### config.mk
export PLATFORM = sky130hd
export DESIGN_NAME = adv7393_cfg_sequencer
export DESIGN_NICKNAME = d
export VERILOG_FILES = /design/src/rtl/adv7393_pkg.sv /design/src/rtl/adv7393_cfg_sequencer_payload.sv /design/src/rtl/adv7393_cfg_sequencer.sv
export SDC_FILE = /design/constraint.sdc
export NUM_CORES = 1
export LEC_CHECK = 0
export CORE_MARGIN = 3
export CORE_UTILIZATION = 35
export DETAILED_ROUTE_END_ITERATION = 7
export PLACE_DENSITY = 0.8
export SLEW_MARGIN = 20
export SYNTH_ARGS = -nofsm -noshare
export SYNTH_HDL_FRONTEND = slang
export SYNTH_SLANG_ARGS = --single-unit
### constraint.sdc
create_clock -name clk -period 2.5 [get_ports clk]
set_clock_uncertainty 0.15 [all_clocks]
set_input_delay 0.625 -clock clk [delete_from_list [all_inputs] [get_ports clk]]
set_output_delay 0.625 -clock clk [all_outputs]
set_load 0.01 [all_outputs]
### src/rtl/adv7393_pkg.sv
// ADV7393 configuration types shared by the sequencer and its payload register.
//   adv7393_reg_entry_t : one register-table entry {sub_addr, data}
//   adv7393_cmd_t       : I2C write command payload {dev_addr, sub_addr, data}
//   adv7393_state_e     : sequencer FSM states
//   DEF_CONFIG          : default register table (SD composite output bring-up)
package adv7393_pkg;

  typedef struct packed {
    logic [7:0] sub_addr;
    logic [7:0] data;
  } adv7393_reg_entry_t;

  typedef struct packed {
    logic [6:0] dev_addr;
    logic [7:0] sub_addr;
    logic [7:0] data;
  } adv7393_cmd_t;

  typedef enum logic [2:0] {
    ST_IDLE,
    ST_WAIT_PWR,
    ST_ISSUE,
    ST_WAIT_RSP,
    ST_NEXT,
    ST_DONE,
    ST_ERROR
  } adv7393_state_e;

  localparam int unsigned DEF_REG_COUNT = 16;

  // Software reset first, then DAC power-up, SD mode and filter setup.
  localparam adv7393_reg_entry_t DEF_CONFIG [DEF_REG_COUNT] = '{
    '{sub_addr: 8'h17, data: 8'h02},
    '{sub_addr: 8'h00, data: 8'h1C},
    '{sub_addr: 8'h01, data: 8'h00},
    '{sub_addr: 8'h80, data: 8'h10},
    '{sub_addr: 8'h82, data: 8'hC9},
    '{sub_addr: 8'h84, data: 8'h00},
    '{sub_addr: 8'h86, data: 8'h00},
    '{sub_addr: 8'h87, data: 8'h00},
    '{sub_addr: 8'h88, data: 8'h00},
    '{sub_addr: 8'h8A, data: 8'h0C},
    '{sub_addr: 8'h8B, data: 8'h00},
    '{sub_addr: 8'h8C, data: 8'h1F},
    '{sub_addr: 8'h8D, data: 8'h7C},
    '{sub_addr: 8'h8E, data: 8'hF0},
    '{sub_addr: 8'h8F, data: 8'h21},
    '{sub_addr: 8'h02, data: 8'h20}
  };

  // Counter/index width that never collapses to zero bits.
  function automatic int unsigned safe_clog2(input int unsigned n);
    return (n > 1) ? $clog2(n) : 1;
  endfunction

endpackage

### src/rtl/adv7393_cfg_sequencer_payload.sv
// Command payload register: captures {DEV_ADDR, entry} when load is high and
// holds it until the next load, keeping the command stable across back-pressure.
//   clk, rst_n : clock, async active-low reset
//   load       : capture strobe (asserted on entry into ISSUE)
//   entry      : register-table entry to send
//   cmd        : registered command payload
module adv7393_cfg_sequencer_payload
  import adv7393_pkg::*;
#(
  parameter logic [6:0] DEV_ADDR = 7'h2A
) (
  input  logic               clk,
  input  logic               rst_n,
  input  logic               load,
  input  adv7393_reg_entry_t entry,
  output adv7393_cmd_t       cmd
);

  always_ff @(posedge clk or negedge rst_n) begin
    if (!rst_n) begin
      cmd <= '0;
    end else if (load) begin
      cmd <= '{dev_addr: DEV_ADDR, sub_addr: entry.sub_addr, data: entry.data};
    end
  end

endmodule

### src/rtl/adv7393_cfg_sequencer.sv
// ADV7393 configuration sequencer: after a start request and a power-up wait,
// writes each register-table entry through a cmd/rsp I2C master interface,
// retrying NACKed entries up to MAX_RETRY times before aborting.
//   clk, rst_n          : clock, async active-low reset
//   reg_table           : REG_COUNT entries {sub_addr, data}
//   start               : one-cycle sequence request (ignored unless idle)
//   busy / done / error : status (busy level, done pulse, sticky error level)
//   err_index           : failing entry index, valid while error is high
//   cmd_valid/cmd_ready : write command handshake
//   cmd_dev_addr/cmd_sub_addr/cmd_data : command payload
//   rsp_valid/rsp_nack  : completion strobe and NACK qualifier
module adv7393_cfg_sequencer
  import adv7393_pkg::*;
#(
  parameter int unsigned REG_COUNT      = 16,
  parameter logic [6:0]  DEV_ADDR       = 7'h2A,
  parameter int unsigned STARTUP_CYCLES = 1000,
  parameter int unsigned MAX_RETRY      = 3,
  localparam int unsigned IDX_W         = safe_clog2(REG_COUNT)
) (
  input  logic               clk,
  input  logic               rst_n,
  input  adv7393_reg_entry_t reg_table [REG_COUNT],
  input  logic               start,
  output logic               busy,
  output logic               done,
  output logic               error,
  output logic [IDX_W-1:0]   err_index,
  output logic               cmd_valid,
  input  logic               cmd_ready,
  output logic [6:0]         cmd_dev_addr,
  output logic [7:0]         cmd_sub_addr,
  output logic [7:0]         cmd_data,
  input  logic               rsp_valid,
  input  logic               rsp_nack
);

  localparam int unsigned CNT_W = safe_clog2(STARTUP_CYCLES);
  localparam int unsigned RTY_W = safe_clog2(MAX_RETRY + 1);

  localparam logic [CNT_W-1:0] CNT_LAST =
    CNT_W'((STARTUP_CYCLES == 0) ? 0 : STARTUP_CYCLES - 1);
  localparam logic [IDX_W-1:0] IDX_LAST  = IDX_W'(REG_COUNT - 1);
  localparam logic [RTY_W-1:0] RTY_MAX   = RTY_W'(MAX_RETRY);

  adv7393_state_e     state, state_d;
  logic [CNT_W-1:0]   cnt, cnt_d;
  logic [IDX_W-1:0]   idx, idx_d;
  logic [RTY_W-1:0]   retry, retry_d;
  logic               error_d;
  logic [IDX_W-1:0]   err_index_d;
  logic               load_c;
  adv7393_cmd_t       cmd;

  // Next-state, counters and error latch.
  always_comb begin
    state_d     = state;
    cnt_d       = cnt;
    idx_d       = idx;
    retry_d     = retry;
    error_d     = error;
    err_index_d = err_index;
    load_c      = 1'b0;

    case (state)
      ST_IDLE: begin
        if (start) begin
          cnt_d       = '0;
          idx_d       = '0;
          retry_d     = '0;
          error_d     = 1'b0;
          err_index_d = '0;
          if (STARTUP_CYCLES == 0) begin
            state_d = ST_ISSUE;
            load_c  = 1'b1;
          end else begin
            state_d = ST_WAIT_PWR;
          end
        end
      end

      ST_WAIT_PWR: begin
        if (cnt == CNT_LAST) begin
          state_d = ST_ISSUE;
          load_c  = 1'b1;
        end else begin
          cnt_d = cnt + CNT_W'(1);
        end
      end

      ST_ISSUE: begin
        if (cmd_valid && cmd_ready) begin
          state_d = ST_WAIT_RSP;
        end
      end

      ST_WAIT_RSP: begin
        if (rsp_valid) begin
          if (!rsp_nack) begin
            state_d = ST_NEXT;
          end else if (retry < RTY_MAX) begin
            retry_d = retry + RTY_W'(1);
            state_d = ST_ISSUE;
            load_c  = 1'b1;
          end else begin
            state_d     = ST_ERROR;
            error_d     = 1'b1;
            err_index_d = idx;
          end
        end
      end

      ST_NEXT: begin
        if (idx == IDX_LAST) begin
          state_d = ST_DONE;
        end else begin
          idx_d   = idx + IDX_W'(1);
          retry_d = '0;
          state_d = ST_ISSUE;
          load_c  = 1'b1;
        end
      end

      ST_DONE:  state_d = ST_IDLE;
      ST_ERROR: state_d = ST_IDLE;
      default:  state_d = ST_IDLE;
    endcase
  end

  // State and status registers; status outputs are decoded from the next state
  // so they line up with the state they describe.
  always_ff @(posedge clk or negedge rst_n) begin
    if (!rst_n) begin
      state     <= ST_IDLE;
      cnt       <= '0;
      idx       <= '0;
      retry     <= '0;
      error     <= 1'b0;
      err_index <= '0;
      busy      <= 1'b0;
      done      <= 1'b0;
      cmd_valid <= 1'b0;
    end else begin
      state     <= state_d;
      cnt       <= cnt_d;
      idx       <= idx_d;
      retry     <= retry_d;
      error     <= error_d;
      err_index <= err_index_d;
      busy      <= (state_d == ST_WAIT_PWR) || (state_d == ST_ISSUE) ||
                   (state_d == ST_WAIT_RSP) || (state_d == ST_NEXT);
      done      <= (state_d == ST_DONE);
      cmd_valid <= (state_d == ST_ISSUE);
    end
  end

  // Table entry is sampled with the index it is about to be issued under.
  adv7393_cfg_sequencer_payload #(
    .DEV_ADDR (DEV_ADDR)
  ) u_payload (
    .clk   (clk),
    .rst_n (rst_n),
    .load  (load_c),
    .entry (reg_table[idx_d]),
    .cmd   (cmd)
  );

  assign cmd_dev_addr = cmd.dev_addr;
  assign cmd_sub_addr = cmd.sub_addr;
  assign cmd_data     = cmd.data;

endmodule

### After elaboration in Yosys (flattened, before gate mapping)

Cells that the tools add are included.

* bits in registers: 44
* output and inout port bits: 31
* logic and storage cells: 86

* add/sub/neg operators: 3
* $lt $le $gt $ge: 2
* equal/unequal tests: 18
* multiplexer cells: 39
* bitwise logic cells: 1
* reductions and logical operators: 11

Operator list (count)
* $bmux W16 S4: 1
* $mux W16: 2
* $mux W4: 6
* $mux W3: 7
* $mux W10: 2
* $pmux W10 S2: 1
* $pmux W4 S2: 2
* $pmux W3 S5: 1
* $ne A2 B2 Y1 const B: 7
* $eq A3 B2 Y1 const B: 4
* $add A10 B1 Y10 const B: 1
* $eq A10 B10 Y1 const B: 1
* $mux W2: 5
* $eq A3 B3 Y1 const B: 3
* $mux W1: 9
* $eq A3 B1 Y1 const B: 2
* $pmux W2 S3: 1
* $reduce_and A6 Y1: 1
* $ge A5 B5 Y1 const B: 1
* $not A4 Y5: 1
* $reduce_and A5 Y1: 1
* $add A4 B1 Y4 const B: 1
* $eq A4 B4 Y1 const B: 1
* $reduce_bool A2 Y1: 2
* other kinds (9): 11

### Longest topological paths before layout

Gate-level depths: netlist (run 1).

* depth in word-level cells: 9
* gate-level depth with buffers: 10

### Modules after synthesis

Synthesis (run 1) repeated with hierarchy kept, for this count alone.

* cells, all modules: 603
* area total of the unflattened synthesis: 4805.9 um^2

Modules (own cells, without submodules)
* adv7393_cfg_sequencer: instances 1, cells an instance 560, area an instance 4080.2 um^2, sequential area each 675.6 um^2
* adv7393_cfg_sequencer_payload: instances 1, cells an instance 43, area an instance 725.7 um^2, sequential area each 425.4 um^2

### Worst setup path before layout (run 1)

OpenSTA, ideal clock, no wires.

* path type: reg2reg
* from: reg idx[0]
* to: reg u_payload.cmd[0] (netlist name)
* library setup time: 0.142 ns
* data arrival time: 2.293 ns
* setup slack: -0.085 ns
* stages on the path, launching flop included: 11
* buffers on the path: 3
* cell sequence: dfrtp_1 > ha_1 > and4_1 > buf_6 > o31a_2 > clkbuf_1 > a211oi_2 > clkbuf_1 > nand3_1 > nand4_1 > a211oi_1

* longest elaborated chain between the ends: 7
* elaborated cells between the ends (all ways): 11
* those cells by class: add/sub: 1; eq/ne: 1; mux: 8; bitwise: 1

Ends and longest elaborated chain
* from (decl): line adv7393_cfg_sequencer.sv:48 `logic [IDX_W-1:0] idx, idx_d;`
* from (signal assigned): line adv7393_cfg_sequencer.sv:146 `idx <= idx_d;`
* $add A4 B1 Y4 or $eq A4 B4 Y1 (tied branches): line adv7393_cfg_sequencer.sv:117, adv7393_cfg_sequencer.sv:114
* $mux W4: line adv7393_cfg_sequencer.sv:114 `if (idx == IDX_LAST) begin`
* $pmux W4 S2: line adv7393_cfg_sequencer.sv:65 `case (state)`
* $not A4 Y5 (implied by the code): line adv7393_cfg_sequencer.sv:164 `.entry (reg_table[idx_d]),`
* $bmux W16 S4: line adv7393_cfg_sequencer.sv:164
* $mux W16 (implied by the code) (2 in series): line adv7393_cfg_sequencer.sv:164

Parallel ways exist; a longest one is shown, timed or not. The select of a mux whose other input is x is not followed.
A chain may end at the register's enable or synchronous reset.

### Worst setup path in the final report (run 1)

* from: reg state[0]
* to: reg u_payload.cmd[0] (netlist name)

* longest elaborated chain between the ends: 6
* elaborated cells between the ends (all ways): 10
* those cells by class: eq/ne: 3; mux: 5; bitwise: 1; reduce/logical: 1

Ends and longest elaborated chain
* from (decl): line adv7393_cfg_sequencer.sv:46 `adv7393_state_e state, state_d;`
* from (signal assigned): line adv7393_cfg_sequencer.sv:144 `state <= state_d;`
* $eq A3 B3 Y1 or $logic_not A3 Y1 (tied branches): line adv7393_cfg_sequencer.sv:65
* $pmux W4 S2: line adv7393_cfg_sequencer.sv:65
* $not A4 Y5 (implied by the code): line adv7393_cfg_sequencer.sv:164
* $bmux W16 S4: line adv7393_cfg_sequencer.sv:164
* $mux W16 (implied by the code) (2 in series): line adv7393_cfg_sequencer.sv:164

Parallel ways exist; a longest one is shown, timed or not. The select of a mux whose other input is x is not followed.

==> results.sh, run 1 <==
export IMPL_grt_pass1_vias=7528
export IMPL_syn_cell_area_um2=4830
export IMPL_synthMuxAreaShare_pct=0
export IMPL_crit_buf_inv=2
export IMPL_cp_start_kind="flip-flop"
export IMPL_reg2regPathDepth=8
export IMPL_fin_ws_ns=-0.174
export IMPL_ys_seq_elements=44
export IMPL_synthDistinctLibCells=58
export IMPL_power_density_nw_per_um2=595
export IMPL_fp_dieH_um=124
export IMPL_root_buffer="clkbuf_16"
export IMPL_worst_pin_slew_ns=0.513
export IMPL_drc_errors=0
export IMPL_wirelength_um=29300
export IMPL_synth_compound_area_share_pct=41.0
export IMPL_postCtsHoldBufs=0
export IMPL_ys_flop_type="dfrtp_1"
export IMPL_r2r_end="u_payload.cmd[0]"
export IMPL_critical_path_cell_chain="or2_2 -> o31ai_4 -> buf_4 -> bufbuf_16 -> a32oi_1 -> a22oi_2 -> o22ai_4 -> a211oi_2"
export IMPL_cts_sinks=44
export IMPL_dpl_hpwl_um=19600
export IMPL_critical_path_depth=8
export IMPL_cp_slowest_cell="dfrtp_1"
export IMPL_cts_clk_slew_worst_paths_ns=0.07
export IMPL_drv_cap=0
export IMPL_grt_start_max_net_pins=52
export IMPL_crit_path_end_kind="flip-flop"
export IMPL_grt_pass1_wl_um=41500
export IMPL_area_growth_pct=105
export IMPL_cp_slowest_stage_delay_ns=0.45
export IMPL_dieArea_um2=15300
export IMPL_cts_tree="built"
export IMPL_required_ns=2.56
export IMPL_grt_util_all_layers_pct=35.1
export IMPL_slew_headroom_pct=65.4
export IMPL_dp_slack_ns=-0.639
export IMPL_start_util_pct=36.2
export IMPL_p_total_mw=5.89
export IMPL_syn_mean_instance_area_um2=7.11
export IMPL_async_flop_share_pct=100
export IMPL_reg2reg_slack_ns=-0.17
export IMPL_leakagePower_nw=3.70
export IMPL_fmax_mhz=374
export IMPL_synthAdderAreaFrac_pct=0.777
export IMPL_min_period_ns=2.67
export IMPL_first_pass_iters=6
export IMPL_crit_family="compound AO/OA/AOI/OAI gates"
export IMPL_critPathArrivalTime_ns=2.73
export IMPL_drive_gt1_share_pct=25.9
export IMPL_synth_top_family_by_area="compound AO/OA/AOI/OAI gates"
export IMPL_final_hold_violation_count=0
export IMPL_crit_path_end="u_payload.cmd[0]"
export IMPL_layout_common_cells="clkdlybuf4s50_1, nand3_1, o21ai_0"
export IMPL_diodes=0
export IMPL_ys_warn_count=0
export IMPL_port_buffers=288
export IMPL_viasPerCell=6.49
export IMPL_path_class="reg -> reg"
export IMPL_finalMaxSlewViolations=0
export IMPL_period_share_pct=107
export IMPL_cts_buffers=5
export IMPL_wl_per_cell_um=24.3
export IMPL_hp_class="in -> async"
export IMPL_outcome="complete, but fails checks"
export IMPL_mostFrequentLayoutCell="clkdlybuf4s50_1"
export IMPL_vdd_drop_max_v=0.000356
export IMPL_place_gp_congestion=1.01
export IMPL_cp_startpoint="state[0]"
export IMPL_synth_edf_count=0
export IMPL_rsz0062_at_grt="true"
export IMPL_grt_overflow_total=0
export IMPL_htreeDepth=2
export IMPL_vias=7819
export IMPL_synth_simple_area_share_pct=25.3
export IMPL_drtIter0Drc=1048
export IMPL_clk_insertion_delay_late_ns=0.29
export IMPL_synth_seq_area_share_pct=22.8
export IMPL_failed_checks="negative setup slack"
export IMPL_fp_dieW_um=124
export IMPL_synth_xor_area_share_pct=0.906
export IMPL_rows=42
export IMPL_antenna_left=0
export IMPL_core_area_um2=13300
export IMPL_worstPathMaxFanout=14
export IMPL_finalSetupViolCount=21
export IMPL_num_nets_final=1293
export IMPL_io_pins=293
export IMPL_clockBufferDepth=2
export IMPL_synthCells=680
export IMPL_antenna_found_initial=0
export IMPL_reg2reg_from="state[0]"
## layer usage
metal  track usage [%]  wire, um  part of all wire [%]  vias to the layer above
li1                  -         -                     -                     3399
met1              44.1     10800                    37                     3707
met2              58.2     14000                    48                      585
met3              9.47      3110                    11                      128
met4              11.8      1350                   4.6                        0
met5                 0         0                     0                        -
## per-stage QoR
stage,setup TNS [ns],std cells,hold slack (ns),util [%],instance area (um^2)
2_1_floorplan,-0.109,683,0.179,-,4860
3_3_place_gp,-14.39,1160,0.321,64.2,8570
3_5_place_dp,-13.59,1160,0.337,64.2,8570
4_1_cts,-0.222,1199,0.136,71.4,9530
5_1_grt,-3.08,1205,0.146,74.2,9900
6_report,-2.01,1205,0.122,74.2,9900
## synth_stat cells, types with 2 or more instances
cell type	count	area share, %
o41ai_1	2	0.36
a32oi_1	32	5.8
buf_6	2	0.47
a32o_1	2	0.41
xnor2_1	4	0.72
and4_1	2	0.36
clkbuf_1	61	4.7
nand4_1	19	2.5
ha_1	3	0.78
nand3b_1	2	0.31
buf_2	21	2.2
a22o_1	4	0.72
a21o_1	3	0.47
nor3_1	3	0.31
o22a_1	2	0.36
a22oi_1	33	5.1
buf_1	2	0.16
nor2b_1	2	0.26
nand4b_1	2	0.36
or2_2	2	0.26
or3b_2	2	0.36
inv_1	5	0.39
or3b_1	2	0.36
nand3_1	132	14
a21oi_1	5	0.52
a311oi_1	32	5.8
and3_1	3	0.39
or3_1	7	0.91
o21ai_1	2	0.21
o21ai_0	133	14
nor2_1	27	2.1
buf_4	7	1.1
nand2_1	14	1.1
a211oi_2	2	0.52
nor3b_1	4	0.62
dfrtp_1	44	23
o22ai_1	18	2.3
nor4b_1	2	0.36
a211oi_1	17	2.6
## state kept, by name, summed over array words and instances, names as in the netlist
register	flops
busy	1
cmd_valid	1
cnt	10
done	1
err_index	4
error	1
idx	4
retry	2
state	3
u_payload.cmd	17
## worst min path at each step
| stage | start | to | depth (start not counted) |
|---|---|---|---|
| 2_1_floorplan | rst_n | busy | 0 |
| 3_3_place_gp | retry[1] | retry[1] | 2 |
| 3_5_place_dp | retry[1] | retry[1] | 2 |
| 4_1_cts | rst_n | cnt[7] | 1 |
| 5_1_grt | rst_n | busy | 1 |
| 6_report | rst_n | cmd_valid | 1 |
## worst register-to-register path, stage by stage, from the launching register on
cell and delay [ns]:
dfrtp_1 0.45, or2_2 0.42, o31ai_4 0.33, buf_4 0.17, bufbuf_16 0.27, a32oi_1 0.15
a22oi_2 0.32, o22ai_4 0.16, a211oi_2 0.17
## repair_timing
item                                    in CTS  in global routing
resized for setup                          114                 73
buffers inserted                            23                  6
pin swaps                                   62                 49
endpoints found under the setup margin      26                 25
cloned                                       8                  3
## cell families (layout without fill, tap and decap cells)
| group | Yosys count | count (layout) |
|---|---|---|
| other cells | 1 | 4 |
| fa+ha+maj | 3 | 3 |
| buf+inv | 99 | 444 |
| simple gates | 231 | 232 |
| flops | 44 | 44 |
| xor+xnor | 5 | 5 |
| compound gates | 297 | 297 |
## layout make-up
class                      instances  area, um^2
clock buffer                       5         125
clock inverter                     3        18.8
fill                             941        3450
inverter                           5        18.8
multi-input combinational        541        3960
sequential                        44        1100
tap                              176         220
timing repair buffer             431        4450
## where the power goes
group | internal (mW) | switching (mW) | total (mW)
combinational | 2.07 | 2.09 | 4.16
sequential | 0.913 | 0.155 | 1.07
clock | 0.369 | 0.301 | 0.671
total | 3.35 | 2.54 | 5.89
Power figures use the tool's default switching activity.
==> inputs of run 2 (changes only) <==
GPL_TIMING_DRIVEN = 0   (was not set)
==> run 2 against run 1 <==
Compared with the run above: the run still ends with negative setup slack left; critical path depth grew 2; clock power grew 14%; largest cell class is now multi-input gates; first-iteration DRC count shrank 4.6%; critical path type unchanged; largest power group unchanged; wire length is essentially flat; cell count shrank 1.2%; clock-buffer cell count is the same; global-route usage is essentially flat; critical endpoint is now u_payload.cmd[11]; design area shrank 1.4%; highest routed layer unchanged.
==> results.sh, run 2 (synthesis results as in run 1) <==
export IMPL_fin_ws_ns=-0.213
export IMPL_cp_slowest_stage_delay_ns=0.44
export IMPL_vias=7752
export IMPL_placed_area_um2=7980
export IMPL_reg_top3="u_payload.cmd (17), cnt (10)"
export IMPL_first_pass_iters=5
export IMPL_final_hold_violation_count=0
export IMPL_port_buffers=288
export IMPL_root_buffer="clkbuf_16"
export IMPL_whs_ns=0.108
export IMPL_critPathArrivalTime_ns=2.73
export IMPL_io_pins=293
export IMPL_grt_pass1_vias=7378
export IMPL_clk_insertion_delay_late_ns=0.29
export IMPL_dpl_hpwl_um=21100
export IMPL_drc_errors=0
export IMPL_cp_slowest_cell="dfrtp_2"
export IMPL_grt_start_max_net_pins=31
export IMPL_place_gp_congestion=0.970
export IMPL_min_period_ns=2.71
export IMPL_required_ns=2.52
export IMPL_grt_overflow_total=0
export IMPL_num_nets_final=1276
export IMPL_drtIter0Drc=1000
export IMPL_finalMaxSlewViolations=0
export IMPL_viasPerCell=6.51
export IMPL_hp_class="in -> async"
export IMPL_fmax_mhz=369
export IMPL_cts_buffers=5
export IMPL_cts_tree="built"
export IMPL_fp_dieW_um=124
export IMPL_rows=42
export IMPL_regMostFlops="u_payload.cmd"
export IMPL_p_total_mw=5.84
export IMPL_antenna_left=0
export IMPL_cts_sinks=44
export IMPL_fp_dieH_um=124
export IMPL_area_growth_pct=102
export IMPL_critical_path_cell_chain="ha_4 -> and4_1 -> buf_6 -> o31a_1 -> buf_4 -> clkbuf_4 -> o21ai_0 -> a22oi_1 -> o22ai_1 -> a211oi_1"
export IMPL_grt_pass1_wl_um=41000
export IMPL_crit_family="compound AO/OA/AOI/OAI gates"
export IMPL_period_share_pct=109
export IMPL_nFillCells=993
export IMPL_clockBufferDepth=2
export IMPL_path_class="reg -> reg"
export IMPL_dieArea_um2=15300
export IMPL_antenna_found_initial=3
export IMPL_grt_util_all_layers_pct=35.1
export IMPL_vdd_drop_max_v=0.000410
export IMPL_drv_cap=0
export IMPL_power_density_nw_per_um2=599
export IMPL_postCtsHoldBufs=0
export IMPL_cts_clk_slew_worst_paths_ns=0.06
export IMPL_worstPathMaxFanout=10
export IMPL_wl_per_cell_um=24.6
export IMPL_drive_gt1_share_pct=27.7
export IMPL_rsz0062_at_grt="true"
export IMPL_wirelength_um=29300
export IMPL_crit_path_end_kind="flip-flop"
export IMPL_design_area_um2=9760
export IMPL_leakagePower_nw=3.58
export IMPL_htreeDepth=2
export IMPL_core_area_um2=13300
export IMPL_mostFrequentLayoutCell="clkdlybuf4s50_1"
export IMPL_cp_start_kind="flip-flop"
export IMPL_crit_buf_inv=3
export IMPL_outcome="complete, but fails checks"
export IMPL_largest_reg_flops=17
export IMPL_layout_common_cells="clkdlybuf4s50_1, nand3_1, o21ai_0"
export IMPL_failed_checks="negative setup slack"
export IMPL_start_util_pct=36.2
export IMPL_finalSetupViolCount=21
[run 2: final timing paths]
| check | from | endpoint | slack, ns | depth (start not counted) |
|---|---|---|---|---|
| worst min-delay path | rst_n | done | 0.11 | 1 |
| worst min register to register | error | error | 0.33 | 1 |
| worst max register to register | idx[0] | u_payload.cmd[11] | -0.21 | 10 |
| min in group clk | error | error | 0.33 | 1 |
| worst max-delay path | idx[0] | u_payload.cmd[11] | -0.21 | 10 |
| max in group asynchronous | rst_n | idx[0] | 1.59 | 2 |
[run 2: routing by layer]
metal	part of all wire (%)	vias up	track usage, %
li1	-	3375	-
met1	36	3654	41.6
met2	48	581	60.6
met3	10	142	8.10
met4	5.4	0	15.2
met5	0	-	0
[run 2: power breakdown]
| part | switching [mW] | internal, mW | leakage (nW) | total, mW |
|---|---|---|---|---|
| clock | 0.292 | 0.475 | 0.0804 | 0.766 |
| combinational | 2.09 | 1.91 | 2.96 | 4.00 |
| sequential | 0.161 | 0.915 | 0.546 | 1.08 |
[run 2: repair_timing]
action                     4_1_cts  5_1_grt
pin swaps                       61       30
cloned                           5        0
setup buffers                   23        7
resized for setup              262      112
setup endpoints to repair       25       24
[run 2: cell type report]
class	instances	area (um^2)	share of cell area (%)
multi-input combinational	540	4200	43.1
tap	176	220	2.26
inverter	5	18.8	0.192
clock inverter	3	46.3	0.475
timing repair buffer	324	3210	32.9
antenna	3	7.51	0.0770
buffer	91	817	8.38
sequential	44	1100	11.3
clock buffer	5	125	1.28
[run 2: per-stage QoR]
| step | cells | util, % | setup slack, ns | setup TNS (ns) |
|---|---|---|---|---|
| after floorplan | 683 | - | -0.0111 | -0.109 |
| after global placement | 1147 | 59.7 | -0.983 | -43.12 |
| after detailed placement | 1148 | 59.8 | -1.04 | -20.49 |
| after CTS | 1181 | 70.1 | -0.0519 | -0.243 |
| after global routing | 1191 | 73.1 | -0.453 | -2.70 |
| final | 1191 | 73.1 | -0.213 | -1.93 |
